[config.mk]
export PLATFORM = sky130hd
export DESIGN_NAME = edge_event_unit_flat
export DESIGN_NICKNAME = d
export VERILOG_FILES = /design/src/rtl/edge_event_unit_pkg.sv /design/src/rtl/edge_event_unit_if.sv /design/src/rtl/edge_event_unit_ch.sv /design/src/rtl/edge_event_unit.sv /design/src/flat_wrapper.sv
export SDC_FILE = /design/constraint.sdc
export NUM_CORES = 1
export LEC_CHECK = 0
export ABC_AREA = 1
export ABC_CLOCK_PERIOD_IN_PS = 2350
export BUFFER_PORTS_ARGS = -buffer_cell sky130_fd_sc_hd__buf_2
export CAP_MARGIN = 40
export CORE_ASPECT_RATIO = 0.8
export CORE_MARGIN = 2
export CORE_UTILIZATION = 61
export CTS_BUF_LIST = sky130_fd_sc_hd__clkbuf_2
export DETAILED_ROUTE_END_ITERATION = 10
export GPL_ROUTABILITY_DRIVEN = 0
export PLACE_DENSITY = 0.93
export RECOVER_POWER = 25
export SYNTH_ARGS = -nofsm -noshare
export SYNTH_HDL_FRONTEND = slang
export SYNTH_HIERARCHICAL = 1
export SYNTH_SLANG_ARGS = --single-unit
[constraint.sdc]
create_clock -name clk -period 2.35 [get_ports clk]
set_input_delay 0.47 -clock clk [delete_from_list [all_inputs] [get_ports clk]]
set_output_delay 0.47 -clock clk [all_outputs]
set_load 0.03 [all_outputs]
[src/rtl/edge_event_unit_pkg.sv]
// Shared types and helpers for the multi-channel edge event unit.
// Optional per-channel event counters are enabled with EDGE_EVENT_CNT_EN.
package edge_event_pkg;

    typedef enum logic [1:0] {
        EDGE_OFF  = 2'd0,
        EDGE_RISE = 2'd1,
        EDGE_FALL = 2'd2,
        EDGE_BOTH = 2'd3
    } edge_mode_e;

    typedef enum logic {
        FILT_STABLE  = 1'b0,
        FILT_QUALIFY = 1'b1
    } filt_state_e;

    // Width of the glitch-filter counter; it must hold values up to FILTER_LEN.
    function automatic int filt_cnt_w(input int filter_len);
        return $clog2(filter_len + 1);
    endfunction

    // True when a level change to new_level qualifies under mode.
    function automatic logic edge_hit(input edge_mode_e mode, input logic new_level);
        case (mode)
            EDGE_RISE: return new_level;
            EDGE_FALL: return !new_level;
            EDGE_BOTH: return 1'b1;
            default:   return 1'b0;
        endcase
    endfunction

endpackage

[src/rtl/edge_event_unit_if.sv]
// Register-block facing bundle of the edge event unit.
// cnt_clr / evt_cnt exist only when EDGE_EVENT_CNT_EN is defined.
interface edge_event_unit_if #(
    parameter int NUM_CH = 8,
    parameter int CNT_W  = 8
);
    logic [NUM_CH-1:0]   in;
    logic [2*NUM_CH-1:0] mode;
    logic [NUM_CH-1:0]   evt_clr;
    logic [NUM_CH-1:0]   irq_mask;
    logic [NUM_CH-1:0]   edge_pulse;
    logic [NUM_CH-1:0]   level;
    logic [NUM_CH-1:0]   evt_status;
    logic                irq;
`ifdef EDGE_EVENT_CNT_EN
    logic [NUM_CH-1:0]       cnt_clr;
    logic [CNT_W*NUM_CH-1:0] evt_cnt;

    modport master (output in, mode, evt_clr, irq_mask, cnt_clr,
                    input  edge_pulse, level, evt_status, irq, evt_cnt);
    modport slave  (input  in, mode, evt_clr, irq_mask, cnt_clr,
                    output edge_pulse, level, evt_status, irq, evt_cnt);
`else
    modport master (output in, mode, evt_clr, irq_mask,
                    input  edge_pulse, level, evt_status, irq);
    modport slave  (input  in, mode, evt_clr, irq_mask,
                    output edge_pulse, level, evt_status, irq);
`endif
endinterface

[src/rtl/edge_event_unit_ch.sv]
// One channel: synchroniser, glitch filter FSM, edge detect, sticky flag
// and (with EDGE_EVENT_CNT_EN) a saturating event counter.
module edge_event_ch
    import edge_event_pkg::*;
#(
    parameter int SYNC_STAGES = 2,
    parameter int FILTER_LEN  = 4
`ifdef EDGE_EVENT_CNT_EN
    ,parameter int CNT_W      = 8
`endif
) (
    input  logic             clk,
    input  logic             rst_n,
    input  logic             in,
    input  edge_mode_e       mode,
    input  logic             evt_clr,
    output logic             edge_pulse,
    output logic             level,
    output logic             evt_status
`ifdef EDGE_EVENT_CNT_EN
    ,input  logic            cnt_clr
    ,output logic [CNT_W-1:0] evt_cnt
`endif
);
    localparam int FW = filt_cnt_w(FILTER_LEN);

    logic [SYNC_STAGES-1:0] sync;
    logic                   s;
    filt_state_e            state;
    logic [FW-1:0]          cnt;

    assign s = sync[SYNC_STAGES-1];

    // Metastability chain on the raw asynchronous input.
    always_ff @(posedge clk or negedge rst_n) begin
        if (!rst_n) sync <= '0;
        else        sync <= {sync[SYNC_STAGES-2:0], in};
    end

    // Glitch filter: a new level must persist FILTER_LEN cycles; the pulse
    // is registered on the same edge that commits the new level.
    always_ff @(posedge clk or negedge rst_n) begin
        if (!rst_n) begin
            state      <= FILT_STABLE;
            cnt        <= '0;
            level      <= 1'b0;
            edge_pulse <= 1'b0;
        end else begin
            edge_pulse <= 1'b0;
            case (state)
                FILT_STABLE: begin
                    if (s != level) begin
                        if (FILTER_LEN == 1) begin
                            level      <= s;
                            edge_pulse <= edge_hit(mode, s);
                        end else begin
                            state <= FILT_QUALIFY;
                            cnt   <= FW'(1);
                        end
                    end
                end
                FILT_QUALIFY: begin
                    if (s == level) begin
                        state <= FILT_STABLE;
                        cnt   <= '0;
                    end else if (cnt == FW'(FILTER_LEN - 1)) begin
                        state      <= FILT_STABLE;
                        cnt        <= '0;
                        level      <= s;
                        edge_pulse <= edge_hit(mode, s);
                    end else begin
                        cnt <= cnt + FW'(1);
                    end
                end
                default: begin
                    state <= FILT_STABLE;
                    cnt   <= '0;
                end
            endcase
        end
    end

    // Sticky event flag; a new event beats a simultaneous clear.
    always_ff @(posedge clk or negedge rst_n) begin
        if (!rst_n)          evt_status <= 1'b0;
        else if (edge_pulse) evt_status <= 1'b1;
        else if (evt_clr)    evt_status <= 1'b0;
    end

`ifdef EDGE_EVENT_CNT_EN
    // Saturating event counter; clear with a coincident event restarts at 1.
    always_ff @(posedge clk or negedge rst_n) begin
        if (!rst_n)
            evt_cnt <= '0;
        else if (cnt_clr)
            evt_cnt <= edge_pulse ? CNT_W'(1) : '0;
        else if (edge_pulse && evt_cnt != '1)
            evt_cnt <= evt_cnt + CNT_W'(1);
    end
`endif

endmodule

[src/rtl/edge_event_unit.sv]
// Multi-channel edge event detector: NUM_CH channel instances plus a
// registered masked interrupt. Define EDGE_EVENT_CNT_EN for event counters.
module edge_event_unit
    import edge_event_pkg::*;
#(
    parameter int NUM_CH      = 8,
    parameter int SYNC_STAGES = 2,
    parameter int FILTER_LEN  = 4,
    parameter int CNT_W       = 8
) (
    input  logic              clk,
    input  logic              rst_n,
    edge_event_unit_if.slave  bus
);
    logic [NUM_CH-1:0] pulse;
    logic [NUM_CH-1:0] lvl;
    logic [NUM_CH-1:0] status;
    logic              irq_q;
`ifdef EDGE_EVENT_CNT_EN
    logic [CNT_W*NUM_CH-1:0] cnt;
`endif

    for (genvar i = 0; i < NUM_CH; i++) begin : g_ch
        edge_event_ch #(
            .SYNC_STAGES (SYNC_STAGES),
            .FILTER_LEN  (FILTER_LEN)
`ifdef EDGE_EVENT_CNT_EN
            ,.CNT_W      (CNT_W)
`endif
        ) u_ch (
            .clk         (clk),
            .rst_n       (rst_n),
            .in          (bus.in[i]),
            .mode        (edge_mode_e'(bus.mode[2*i +: 2])),
            .evt_clr     (bus.evt_clr[i]),
            .edge_pulse  (pulse[i]),
            .level       (lvl[i]),
            .evt_status  (status[i])
`ifdef EDGE_EVENT_CNT_EN
            ,.cnt_clr    (bus.cnt_clr[i])
            ,.evt_cnt    (cnt[CNT_W*i +: CNT_W])
`endif
        );
    end

    // Interrupt follows the masked sticky flags by one cycle.
    always_ff @(posedge clk or negedge rst_n) begin
        if (!rst_n) irq_q <= 1'b0;
        else        irq_q <= |(status & bus.irq_mask);
    end

    assign bus.edge_pulse = pulse;
    assign bus.level      = lvl;
    assign bus.evt_status = status;
    assign bus.irq        = irq_q;
`ifdef EDGE_EVENT_CNT_EN
    assign bus.evt_cnt    = cnt;
`endif

endmodule
[src/flat_wrapper.sv]
// flat-port wrapper written by rule: the top's interface ports become plain ports
module edge_event_unit_flat import edge_event_pkg::*;
#(
    parameter int NUM_CH      = 8,
    parameter int SYNC_STAGES = 2,
    parameter int FILTER_LEN  = 4,
    parameter int CNT_W       = 8
)
  (clk, rst_n, bus_in, bus_mode, bus_evt_clr, bus_irq_mask, bus_edge_pulse, bus_level, bus_evt_status, bus_irq);
  edge_event_unit_if #(.NUM_CH(NUM_CH), .CNT_W(CNT_W)) bus_i ();
  input  logic clk;
  input  logic rst_n;
  input wire logic [$bits(bus_i.in)-1:0] bus_in;
  input wire logic [$bits(bus_i.mode)-1:0] bus_mode;
  input wire logic [$bits(bus_i.evt_clr)-1:0] bus_evt_clr;
  input wire logic [$bits(bus_i.irq_mask)-1:0] bus_irq_mask;
  output wire logic [$bits(bus_i.edge_pulse)-1:0] bus_edge_pulse;
  output wire logic [$bits(bus_i.level)-1:0] bus_level;
  output wire logic [$bits(bus_i.evt_status)-1:0] bus_evt_status;
  output wire logic [$bits(bus_i.irq)-1:0] bus_irq;
  assign bus_i.in = bus_in;
  assign bus_i.mode = bus_mode;
  assign bus_i.evt_clr = bus_evt_clr;
  assign bus_i.irq_mask = bus_irq_mask;
  assign bus_edge_pulse = bus_i.edge_pulse;
  assign bus_level = bus_i.level;
  assign bus_evt_status = bus_i.evt_status;
  assign bus_irq = bus_i.irq;
  edge_event_unit #(.NUM_CH(NUM_CH), .SYNC_STAGES(SYNC_STAGES), .FILTER_LEN(FILTER_LEN), .CNT_W(CNT_W)) u_core (.clk(clk), .rst_n(rst_n), .bus(bus_i));
endmodule
# ---- Word-level counts from Yosys, hierarchy flattened
# Cells that the tools add are included.
dict set report op_classes {
  n_eq_ne 56
  reduce_logical 25
  n_bitwise 17
  n_mux 112
  add_sub_neg 8
}
# op n
set ops {}
lappend ops {{$mux W3} 24}
lappend ops {{$mux W1} 64}
lappend ops {{$pmux W3 S2} 8}
lappend ops {{$eq A2 B2 Y1 const B} 16}
lappend ops {{$add A3 B1 Y3 const B} 8}
lappend ops {{$eq A3 B2 Y1 const B} 8}
lappend ops {{$pmux W1 S3} 8}
lappend ops {{$reduce_and A3 Y1} 8}
lappend ops {{$eq A2 B1 Y1 const B} 8}
lappend ops {{$ne A2 B2 Y1 const B} 8}
lappend ops {{$not A1 Y1} 16}
lappend ops {{$pmux W1 S2} 8}
lappend ops {{$reduce_bool A2 Y1} 8}
lappend ops {{$and A8 B8 Y8} 1}
lappend ops {{$eq A1 B1 Y1} 8}
lappend ops {{$logic_not A1 Y1} 8}
lappend ops {{$ne A1 B1 Y1} 8}
lappend ops {{$reduce_or A8 Y1} 1}
dict set report totals {
  output_inout_bits 25
  reg_bits 73
  in_bits 42
}

# ---- Depth between registers and ports, before layout
dict set report logic_depth {
  ltp_word 5
  depth_mapped 6
}

# ---- Modules after synthesis
# The synthesis kept the hierarchy.
# mod n_inst area_each_um2 cells_per_inst
set modules_own_cells {}
lappend modules_own_cells {edge_event_ch 8 400.4 46}
lappend modules_own_cells {edge_event_unit 1 81.3 16}

# ---- Worst setup path before layout
# OpenSTA, ideal clock, no wires.
dict set report synth_path {
  kind {register -> register}
  from {register u_core.g_ch[0].u_ch.level}
  to {register u_core.g_ch[0].u_ch.cnt[1]}
  synth_period_minus_slack_ns 0.991
  slack_ns 1.359
  t_required_ns 2.233
  path_buffers 0
  path_stages_with_launch 6
  arrival_time_ns 0.874
  path_cell_list {dfrtp_1 > inv_1 > nand2_1 > nand2_2 > nand3_1 > nand2_1}
}
dict set report synth_between {
  elab_chain_len 3
}
# element line
set synth_rtl {}
lappend synth_rtl {{start, declared} edge_event_unit_ch.sv:18} ;# output logic level,
lappend synth_rtl {{start signal, assigned} edge_event_unit_ch.sv:54} ;# level <= s;
lappend synth_rtl {{start signal, assigned} edge_event_unit_ch.sv:69} ;# level <= s;
lappend synth_rtl {{$eq A1 B1 Y1} edge_event_unit_ch.sv:63} ;# if (s == level) begin
lappend synth_rtl {{$mux W3} edge_event_unit_ch.sv:63}
lappend synth_rtl {{$pmux W3 S2} edge_event_unit_ch.sv:50} ;# case (state)
lappend synth_rtl {{end signal, assigned} edge_event_unit_ch.sv:72} ;# cnt <= cnt + FW'(1);
lappend synth_rtl {{end, declared} edge_event_unit_ch.sv:30} ;# logic [FW-1:0] cnt;
# Parallel ways exist; a longest one is shown, timed or not.
# A chain may end at the register's enable or synchronous reset.

# ---- Worst setup path in the final report
dict set report layout_path {
  from {register u_core.g_ch[4].u_ch.level}
  to {output port bus_level[4]}
}
# element line
set layout_rtl {}
lappend layout_rtl {{start, declared} edge_event_unit_ch.sv:18}
lappend layout_rtl {{start signal, assigned} edge_event_unit_ch.sv:54}
lappend layout_rtl {{start signal, assigned} edge_event_unit_ch.sv:69}
lappend layout_rtl {{end, declared} flat_wrapper.sv:18} ;# output wire logic [$bits(bus_i.level)-1:0] bus_level;
# No word-level cell between the ends.

==> flow_summary_export.csv <==
group,metric,value,unit
outcome,status,"complete, no violations",
floorplan,io_pins,67,
sta,finClkSkew,15.0,ps
yosys,synth_xor_area_frac,0,
yosys,syn_area,3280,sq um
yosys,postSynthCellCount,384,
global_route,overflow,0,
worst_setup_path,slowest_delay,440,ps
global_route,antenna_found_initial,0,
worst_setup_path,path_max_fanout,4,
floorplan,dieArea,5990,sq um
yosys,yosysSeqAreaShare,0.556,
power,p_clk_frac,0.185,
layout,fin_nets,516,
clock_tree,htree_num_levels,3,
power,p_leak,0.00222,uW
placement,place_inst,514,
layout,final_cell_area,3890,sq um
worst_setup_path,cp_num_buf_inv,1,
clock_tree,cts_sinks,73,
yosys,yosysWarnings,6,
global_route,grtUsageMet2,0.425,
placement,place_area,3730,sq um
yosys,synth.area.top_cells,"dfrtp_1, nand2_1, inv_1",
yosys,synth_fa_ha_area_frac,0.0305,
yosys,yosys.area_share.simple,0.279,
layout,final_cells,533,
sta,setup_viol,0,
sta,final.setup.tns,0,ps
yosys,yosys.area.top_type,"dfrtp_1",
worst_setup_path,endpoint_kind,"output pin",
sta,finalHoldViolations,0,
worst_setup_path,crit_family,"flip-flops",
clock_tree,clk_latency,490,ps
floorplan,die_y,69.6,um
yosys,yosysUniqueCellTypes,13,
worst_setup_path,worstPathCellList,"buf_2",
yosys,synth_compound_area_frac,0.0610,
yosys,synth-seq-cells,73,
sta,drv_slew,0,
floorplan,coreArea,5090,sq um
sta,rsz0062_at_grt,"no",
global_route,grt-busiest-layer,"met2",
detailed_routing,finalWirelength,6810,um
worst_setup_path,required,1880,ps
sta,min_period_over_period,0.687,
floorplan,initial_utilization,0.645,
sta,slew_headroom,0.0905,
placement,io_buffers,66,
global_route,gr-usage-met3,0.0714,
global_route,grt_pass1_wl,11700,um
layout,diodes,0,
power,intPower,2410,uW
sta,timing.fmax,0.619,GHz
floorplan,std_cell_rows,23,
clock_tree,cts_buffer_depth,2,
clock_tree,path_clk_slew,190,ps
global_route,grt_max_degree,31,
flow_run,drv_cap,0,
worst_setup_path,slowest_stage,"dfrtp_1",
detailed_routing,via_count,2734,
yosys,syn-mean-instance-area,8.55,sq um
clock_tree,numCtsBuffers,9,
worst_setup_path,arrival,1140,ps
layout,drive_gt1_frac,0.242,
detailed_routing,drt_iter0_drc,180,
detailed_routing,via_per_inst,5.13,
detailed_routing,firstDrtPassIters,5,
worst_setup_path,start_kind,"flop",
power,vdd_drop_max,0.000727,V
sta,period_needed,1610,ps
global_route,grt_pass1_vias,2703,
clock_tree,cts_tree,"built",
yosys,synth_nets,434,
detailed_routing,ant_nets,0,
global_route,grt.total_usage,0.254,
hold_path,hold_path_class,"input pin to flop",
power,power.density,1050,nW/um^2
yosys,synthMuxAreaShare,0,
power,seqPwrFrac,0.441,
detailed_routing,wl_per_cell,12.8,um
yosys,yosysTopAreaCellShare,0.556,
worst_setup_path,crit_type,"flop to output pin",
clock_tree,post_cts_resized,0,
clock_tree,cts-root-buf,"clkbuf_2",
sta,tightest_slew,1360,ps
floorplan,die_width,86.0,um
global_route,grt_use_met1,0.315,
power,switching_share,0.411,
power,p_sw,1680,uW
layout,synthToLayoutAreaGrowth,18.5,%
detailed_routing,drcViolationCount,0,
placement,dp_hpwl,5290,um
power,p_comb_frac,0.374,
yosys,synth_top_family_by_area,"simple AND/OR/NAND/NOR gates",
sequential cells by signal, indices dropped and copies added (netlist names):
signal and flops:
u_core/g_ch.u_ch/cnt 24, u_core/g_ch.u_ch/sync 16, u_core/g_ch.u_ch/edge_pulse 8, u_core/g_ch.u_ch/evt_status 8
u_core/g_ch.u_ch/level 8, u_core/g_ch.u_ch/state 8, u_core/bus.irq 1
cell families (layout without fill, tap and decap cells):
logic type                 Yosys count  count (layout)
AOI/OAI and AO/OA                   32              32
adders and majority gates            8               8
buffers and inverters               64             151
DFF                                 73              73
and+or+nand+nor                    207             207
cell type report:
class	count	area [sq um]
clock inverter	7	85.1
timing repair buffer	71	399
clock buffer	9	45.0
tap	62	77.6
sequential	73	1830
multi-input combinational	247	1220
inverter	64	240
fill	359	1200
through the flow:
stage | total power [uW] | utilization | hold WS, ps | worst slack, ps
after floorplan | 2910 | - | 174 | 1360
after global placement | 3220 | 0.733 | 332 | 1300
after detailed placement | 3350 | 0.733 | 335 | 1290
after CTS | 4110 | 0.760 | 23.3 | 702
after global routing | 4450 | 0.764 | 17.1 | 484
final | 4090 | 0.764 | 71.4 | 735
synthesized netlist by cell type, drive strengths merged:
cell / number
a21oi: 8
ha: 8
inv: 64
o21ai: 8
o21bai: 8
nand2: 141
dfrtp: 73
a21boi: 8
nand3: 32
nor2: 34
worst paths after layout:
check | startpoint | to | slack [ps] | cells past startpoint
min in group asynchronous | rst_n | u_core/g_ch[4].u_ch/edge_pulse | 790 | 2
worst max-delay path | u_core/g_ch[4].u_ch/level | bus_level[4] | 740 | 1
worst max register to register | u_core/g_ch[7].u_ch/cnt[0] | u_core/g_ch[7].u_ch/cnt[1] | 1270 | 5
worst min-delay path | bus_in[3] | u_core/g_ch[3].u_ch/sync[0] | 70 | 1
worst min register to register | u_core/g_ch[7].u_ch/sync[0] | u_core/g_ch[7].u_ch/sync[1] | 370 | 0
max in group asynchronous | rst_n | u_core/g_ch[6].u_ch/state | 760 | 2
per-layer routing:
metal	share of wire	up-vias
met1	0.41	1285
met5	0	-
met4	0.016	0
met3	0.068	14
met2	0.50	97
li1	-	1338
power by group through the flow:
stage / logic (uW) / registers, uW / clock network (uW)
final: 1530 / 1810 / 756
after global routing: 1770 / 1850 / 830
after CTS: 1530 / 1800 / 773
after detailed placement: 1530 / 1820 / 0
after global placement: 1420 / 1800 / 0
after floorplan: 968 / 1940 / 0
layout by cell type, fill, tap and decap left out, types with 8 or more instances in the layout:
master	synthesis	routed
o21ai_0	8	8
inv_1	55	55
nand2_1	125	125
nor2_4	8	8
dfrtp_1	73	73
clkbuf_2	0	9
nand3_1	32	32
inv_2	9	9
a21boi_0	8	8
o21bai_1	8	8
nand2_2	16	16
buf_2	0	65
nor2_1	26	26
a21oi_1	8	8
ha_1	8	8
timing repair:
action,in CTS,in global routing
buffers inserted,0,0
hold buffers,1,2
hold endpoints to repair,22,2
Note: power is estimated with default switching activity, not from simulation.
